[src/rtl/lc3b_types.sv]
// Shared LC-3b memory-system types: line/word vectors and the types used by
// the I/D-cache to main-memory arbiter.
package lc3b_types;

  localparam int LC3B_WORD_WIDTH = 16;
  localparam int LC3B_LINE_WIDTH = 128;

  typedef logic [LC3B_LINE_WIDTH-1:0] lc3b_c_line;
  typedef logic [LC3B_WORD_WIDTH-1:0] lc3b_word;

  typedef enum logic [1:0] {
    IDLE,
    GRANT_I,
    GRANT_D,
    TURN
  } lc3b_arb_state;

  typedef enum logic {
    ARB_I,
    ARB_D
  } lc3b_arb_src;

endpackage

[src/rtl/cache_arbiter.sv]
// Round-robin arbiter sharing one Wishbone memory port between the split L1
// I-cache and D-cache; one line transaction per grant, then a turnaround cycle.
module cache_arbiter
  import lc3b_types::*;
#(
  parameter int ADDR_WIDTH = 16,
  parameter int LINE_WIDTH = 128
) (
  input  logic                  clk,
  input  logic                  rst_n,

  input  logic                  i_stb,
  input  logic                  i_cyc,
  input  logic                  i_we,
  input  logic [ADDR_WIDTH-1:0] i_adr,
  input  logic [LINE_WIDTH-1:0] i_dat_m,
  output logic [LINE_WIDTH-1:0] i_dat_s,
  output logic                  i_ack,

  input  logic                  d_stb,
  input  logic                  d_cyc,
  input  logic                  d_we,
  input  logic [ADDR_WIDTH-1:0] d_adr,
  input  logic [LINE_WIDTH-1:0] d_dat_m,
  output logic [LINE_WIDTH-1:0] d_dat_s,
  output logic                  d_ack,

  output logic                  mem_stb,
  output logic                  mem_cyc,
  output logic                  mem_we,
  output logic [ADDR_WIDTH-1:0] mem_adr,
  output logic [LINE_WIDTH-1:0] mem_dat_m,
  input  logic [LINE_WIDTH-1:0] mem_dat_s,
  input  logic                  mem_ack
);

  lc3b_arb_state state, state_next;
  lc3b_arb_src   last_grant, last_grant_next;

  logic i_req;
  logic d_req;

  assign i_req = i_stb & i_cyc;
  assign d_req = d_stb & d_cyc;

  // NOTE: state registers use non-blocking assignments so every flop samples
  // pre-edge values regardless of process evaluation order.
  always_ff @(posedge clk or negedge rst_n) begin
    if (!rst_n) begin
      state      <= IDLE;
      last_grant <= ARB_D;
    end else begin
      state      <= state_next;
      last_grant <= last_grant_next;
    end
  end

  // NOTE: every output and next-state value gets a default first, so no path
  // through the case statement can leave one unassigned and infer a latch.
  always_comb begin
    state_next      = state;
    last_grant_next = last_grant;
    mem_stb         = 1'b0;
    mem_cyc         = 1'b0;
    mem_we          = 1'b0;
    mem_adr         = '0;
    mem_dat_m       = '0;
    i_dat_s         = '0;
    i_ack           = 1'b0;
    d_dat_s         = '0;
    d_ack           = 1'b0;

    unique case (state)
      IDLE: begin
        if (i_req && d_req) begin
          state_next = (last_grant == ARB_I) ? GRANT_D : GRANT_I;
        end else if (i_req) begin
          state_next = GRANT_I;
        end else if (d_req) begin
          state_next = GRANT_D;
        end
      end

      // Grant is held until mem_ack even if the owner drops its strobe.
      GRANT_I: begin
        mem_stb   = i_stb;
        mem_cyc   = i_cyc;
        mem_we    = i_we;
        mem_adr   = i_adr;
        mem_dat_m = i_dat_m;
        i_dat_s   = mem_dat_s;
        i_ack     = mem_ack;
        if (mem_ack) begin
          last_grant_next = ARB_I;
          state_next      = TURN;
        end
      end

      GRANT_D: begin
        mem_stb   = d_stb;
        mem_cyc   = d_cyc;
        mem_we    = d_we;
        mem_adr   = d_adr;
        mem_dat_m = d_dat_m;
        d_dat_s   = mem_dat_s;
        d_ack     = mem_ack;
        if (mem_ack) begin
          last_grant_next = ARB_D;
          state_next      = TURN;
        end
      end

      // Quiet cycle so the served cache can drop its now-stale strobe.
      TURN: state_next = IDLE;

      default: state_next = IDLE;
    endcase
  end

endmodule

[config.mk]
export PLATFORM = sky130hd
export DESIGN_NAME = cache_arbiter
export DESIGN_NICKNAME = d
export VERILOG_FILES = /design/src/rtl/lc3b_types.sv /design/src/rtl/cache_arbiter.sv
export SDC_FILE = /design/constraint.sdc
export NUM_CORES = 1
export LEC_CHECK = 0
export CELL_PAD_IN_SITES_DETAIL_PLACEMENT = 0
export CELL_PAD_IN_SITES_GLOBAL_PLACEMENT = 1
export CORE_AREA = 2 2 322 324
export DETAILED_ROUTE_END_ITERATION = 8
export DIE_AREA = 0 0 324 326
export MAX_ROUTING_LAYER = met4
export PLACE_DENSITY_LB_ADDON = 0.1
export SETUP_SLACK_MARGIN = 0.3
export SYNTH_ARGS = -nofsm -noshare
export SYNTH_HDL_FRONTEND = slang
export SYNTH_SLANG_ARGS = --single-unit
export TNS_END_PERCENT = 50
[constraint.sdc]
create_clock -name clk -period 1.6 [get_ports clk]
set_input_delay 0.32 -clock clk [delete_from_list [all_inputs] [get_ports clk]]
set_output_delay 0.32 -clock clk [all_outputs]
set_load 0.01 [all_outputs]
== Word level (Yosys, flattened, before mapping) ==
Cells that the tools add are included.

* Logic and storage cells: 35
* Register bits: 3
* Output and inout bits: 405
* Input bits: 425

* Muxes and demuxes: 18
* Bitwise logic cells: 2
* Reductions and logical operators: 6
* Eq/ne operators: 7

{| class="wikitable"
|+ Operator list
! cell !! number
|-
| $mux W128 || 2
|-
| $pmux W128 S2 || 1
|-
| $pmux W16 S2 || 1
|-
| $mux W2 || 5
|-
| $pmux W1 S2 || 4
|-
| $pmux W2 S3 || 1
|-
| $eq A2 B2 Y1 const B || 2
|-
| $mux W1 || 4
|-
| $ne A2 B2 Y1 const B || 2
|-
| $ne A4 B4 Y1 const B || 1
|-
| $reduce_and A3 Y1 || 1
|-
| $and A1 B1 Y1 || 2
|-
| $eq A2 B1 Y1 const B || 1
|-
| $logic_not A2 Y1 || 1
|-
| $ne A2 B1 Y1 const B || 1
|-
| $reduce_and A2 Y1 || 1
|-
| $reduce_bool A2 Y1 || 1
|-
| $reduce_or A2 Y1 || 1
|-
| $logic_and A1 B1 Y1 || 1
|}

== Logic depth before layout (Yosys ltp) ==
* Word-level depth: 5
* Depth in mapped cells: 7
* Depth with buffers taken out: 5

== Worst setup path after synthesis ==
OpenSTA, ideal clock, no wires.

* Path type: register -> output
* Start: register state[0]
* End: output port mem_dat_m[117]
* Path buffers: 2
* Path slack: -0.011 ns
* Cell stages (with the launch flop): 6
* Arrival: 1.291 ns
* Required time: 1.280 ns
* Path through: dfrtp_1 -> inv_1 -> ha_1 -> buf_2 -> buf_2 -> nor2b_1

* Longest elaborated chain between the ends: 2
* Elaborated cells on any way between the ends: 3
* Those cells by class: 2 x eq/ne; 1 x mux

{| class="wikitable"
|+ RTL lines
! item !! RTL line !! text
|-
| start: declaration || cache_arbiter.sv:37 || <nowiki>lc3b_arb_state state, state_next;</nowiki>
|-
| start signal: assignment || cache_arbiter.sv:53 || <nowiki>state <= state_next;</nowiki>
|-
| $eq A2 B2 Y1 or $eq A2 B1 Y1 (tied branches) || cache_arbiter.sv:73 || <nowiki>unique case (state)</nowiki>
|-
| $pmux W128 S2 (*) || cache_arbiter.sv:73 ||
|-
| end: declaration || cache_arbiter.sv:32 || <nowiki>output logic [LINE_WIDTH-1:0] mem_dat_m,</nowiki>
|}

Mark *: on every way between the ends. The rest lies on a longest branch, timed or not.

== Worst setup path after layout ==
* Start: register state[1]
* End: output port i_dat_s[4]

* Longest elaborated chain between the ends: 2

{| class="wikitable"
|+ RTL lines
! item !! RTL line !! text
|-
| $eq A2 B1 Y1 || cache_arbiter.sv:73 ||
|-
| $mux W128 || cache_arbiter.sv:73 ||
|-
| end: declaration || cache_arbiter.sv:17 || <nowiki>output logic [LINE_WIDTH-1:0] i_dat_s,</nowiki>
|}

Every way passes these cells.

==> flow_metrics.tcl <==
set metrics [dict create \
    die_area_mm2 0.1056 \
    drtAntennaViolNets 0 \
    slew-limit-headroom_pct 75.93 \
    timing.final.crit_share_pct 152.7 \
    wl_per_cell_um 21.73 \
    postSynthAreaPerCell_um2 6.648 \
    drive_gt1_share_pct 29.18 \
    num_io_pins 830 \
    finalHoldViolations 0 \
    slowest_stage "clkdlybuf4s50_1" \
    grt_max_degree 45 \
    cp.required_ns 1.28 \
    start_util_pct 4.218 \
    fp.dieW_um 324 \
    min_period_ns 2.444 \
    synth_cells 651 \
    rsz0062_at_grt "true" \
    grt_overflow_total 0 \
    grt_pass1_vias 8188 \
    clockBufferDepth 2 \
    layout_commonest_cell "clkdlybuf4s50_1" \
    routed-wl-met2_mm 35.73 \
    vdd_ir_drop_max_v 0.0006210 \
    drc 0 \
    nNetsFinal 1955 \
    cp_max_fo 30 \
    core_area_mm2 0.1026 \
    grt_usage_pct 11.02 \
    power_density_mw_per_mm2 1648 \
    intPower_mw 14.52 \
    m1WireLength_mm 24.14 \
    hold_buffers 0 \
    worst_slew_pin_slew_ns 0.3610 \
    power_frac_comb_pct 97.9 \
    htree_levels 1 \
    critPathKind "flop to primary output" \
    dp_slack_ns -0.8464 \
    fin_cells 2921 \
    cts_tree "done" \
    syn_to_final_growth_pct 270.2 \
    post-route-cell-area_mm2 0.01602 \
    grt_pass1_wl_mm 77.45 \
    switching_share_pct 45.02 \
    yosysSeqAreaShare_pct 1.764 \
    clockRootBuffer "clkbuf_16" \
    cts_buffers 3 \
    crit_chain "inv_2 > ha_4 > buf_16 > buf_12 > and2_1 > clkdlybuf4s50_1" \
    ys_warn_count 0 \
    routed_wl_mm 63.49 \
    drv_slew 0 \
    finClkSkew_ns 0.0007839 \
    startpoint_type "flop" \
    dp_hpwl_mm 52.66 \
    route.met3.wl_mm 3.561 \
    synthTopCellsByArea "and2_1, a22oi_1, nor2b_1" \
    p_leak_nw 6.216 \
    drtIter0Drc 286 \
    fmax_mhz 409.2 \
    switchingPower_mw 11.89 \
    first_pass_iters 6 \
    final_util_pct 15.61 \
    crit_path_max_incr_delay_ns 0.58 \
    clock-sinks 3 \
    p_seq_share_pct 0.6 \
    clkPwrFrac_pct 1.5 \
    setup_ws_ns -0.8436 \
    io_buffers 829 \
    antenna_found_initial 14 \
    num_rows 118 \
    synth_nets 1080 \
    synth-seq-cells 3 \
    whs_ns 0.3014 \
    maxUsedRoutingLayer "met4" \
    yosysUniqueCellTypes 21 \
    dpl.cell_count 2850 \
    status "complete, but fails checks" \
    setup_viol 407 \
    tns_ns -260.45 \
    finalPower_mw 26.41 \
    final_cell_mix "clkdlybuf4s50_1, and2_1, nor2b_2, a22oi_1, a22oi_2" \
    failed_checks "negative setup slack" \
    hold_class "input pin to asynchronous set/reset pin" \
    cp-end-kind "primary output" \
    synth_top_area_cell "and2_1" \
    drv_cap 0 \
    syn_area_mm2 0.004328 \
    clock_latency_ns 0.22 \
    gp_congestion 0.8277 \
    clk_pin_slew_worst_paths_ns 0.03 \
    routed_via_density 2.825 \
    placed_cell_area_mm2 0.01519 \
    synth.top_cell.area_share_pct 37.29 \
    vias 8251 \
    cp.arrival_ns 2.12 \
    die_h_um 326 \
]
power groups by stage:
stage          Sequential (mW)  Clock, mW  Combinational (mW)
2_1_floorplan            0.152          0                10.1
3_3_place_gp             0.158          0                23.9
3_5_place_dp             0.155          0                23.6
4_1_cts                  0.158      0.404                24.5
5_1_grt                  0.163      0.415                27.7
6_report                 0.158      0.394                25.9
sequential cells by signal (all words and copies together), names as in the netlist:
signal and count:
last_grant 1, state 2
layer usage:
| layer | vias up | global-route usage [%] |
|---|---|---|
| met5 | - | - |
| met4 | 0 | 0.4328 |
| met3 | 4 | 2.201 |
| met2 | 294 | 21.34 |
| met1 | 3965 | 11.95 |
| li1 | 3988 | - |
path summary, 6_finish.rpt:
| kind | cells after the start | to | from | slack, ns |
|---|---|---|---|---|
| max in group asynchronous | 1 | last_grant$_DFFE_PN1P_ | rst_n | 1.06 |
| min in group clk | 2 | last_grant$_DFFE_PN1P_ | last_grant$_DFFE_PN1P_ | 0.48 |
| min reg2reg | 2 | last_grant$_DFFE_PN1P_ | last_grant$_DFFE_PN1P_ | 0.48 |
| min | 1 | state[0]$_DFFE_PN0P_ | rst_n | 0.30 |
| max reg2reg | 9 | state[1]$_DFFE_PN0P_ | state[0]$_DFFE_PN0P_ | -0.23 |
| max | 6 | i_dat_s[4] | state[1]$_DFFE_PN0P_ | -0.84 |
area by class of cell:
cell class,count,area (µm²)
Antenna cell,16,40.04
Clock buffer,4,78.83
Fill cell,11708,86590
Inverter,4,15.01
Multi-Input combinational cell,567,4497
Sequential cell,3,76.32
Tap cell,1380,1727
Timing Repair Buffer,947,9588
cell families (layout without fill, tap and decap cells):
group | Yosys count | after routing | share of synthesized area [%]
mux | 1 | 1 | 0.2313
buf+inv | 81 | 955 | 11.39
compound gates | 154 | 154 | 26.57
simple gates | 408 | 408 | 58.89
fa+ha+maj | 4 | 4 | 1.156
other cells | 0 | 16 | 0
flops | 3 | 3 | 1.764
synthesized netlist by cell type, drive strengths merged:
library cell / n
buf: 49
o22a: 1
a21oi: 1
nand2: 1
o21ai: 1
a21boi: 1
nand3: 1
dfstp: 1
a31oi: 1
and2: 258
a22oi: 148
ha: 4
dfrtp: 2
clkbuf: 28
nor2b: 148
o22ai: 1
mux2i: 1
inv: 4
worst max-delay path, delay by kind of cell, from the launching register on:
kind	cells	cell delay (ns)
and+or+nand+nor	1	0.19
DFF	1	0.38
adders and majority gates	1	0.19
buffers and inverters	4	1.11
what timing repair did:
item	in CTS	in global routing
endpoints found under the setup margin	408	408
setup buffers	7	29
resized for setup	209	307
cloned	3	12
pin swaps	5	28
endpoints found under the hold margin	0	0
Note: power is estimated with default switching activity, not from simulation.
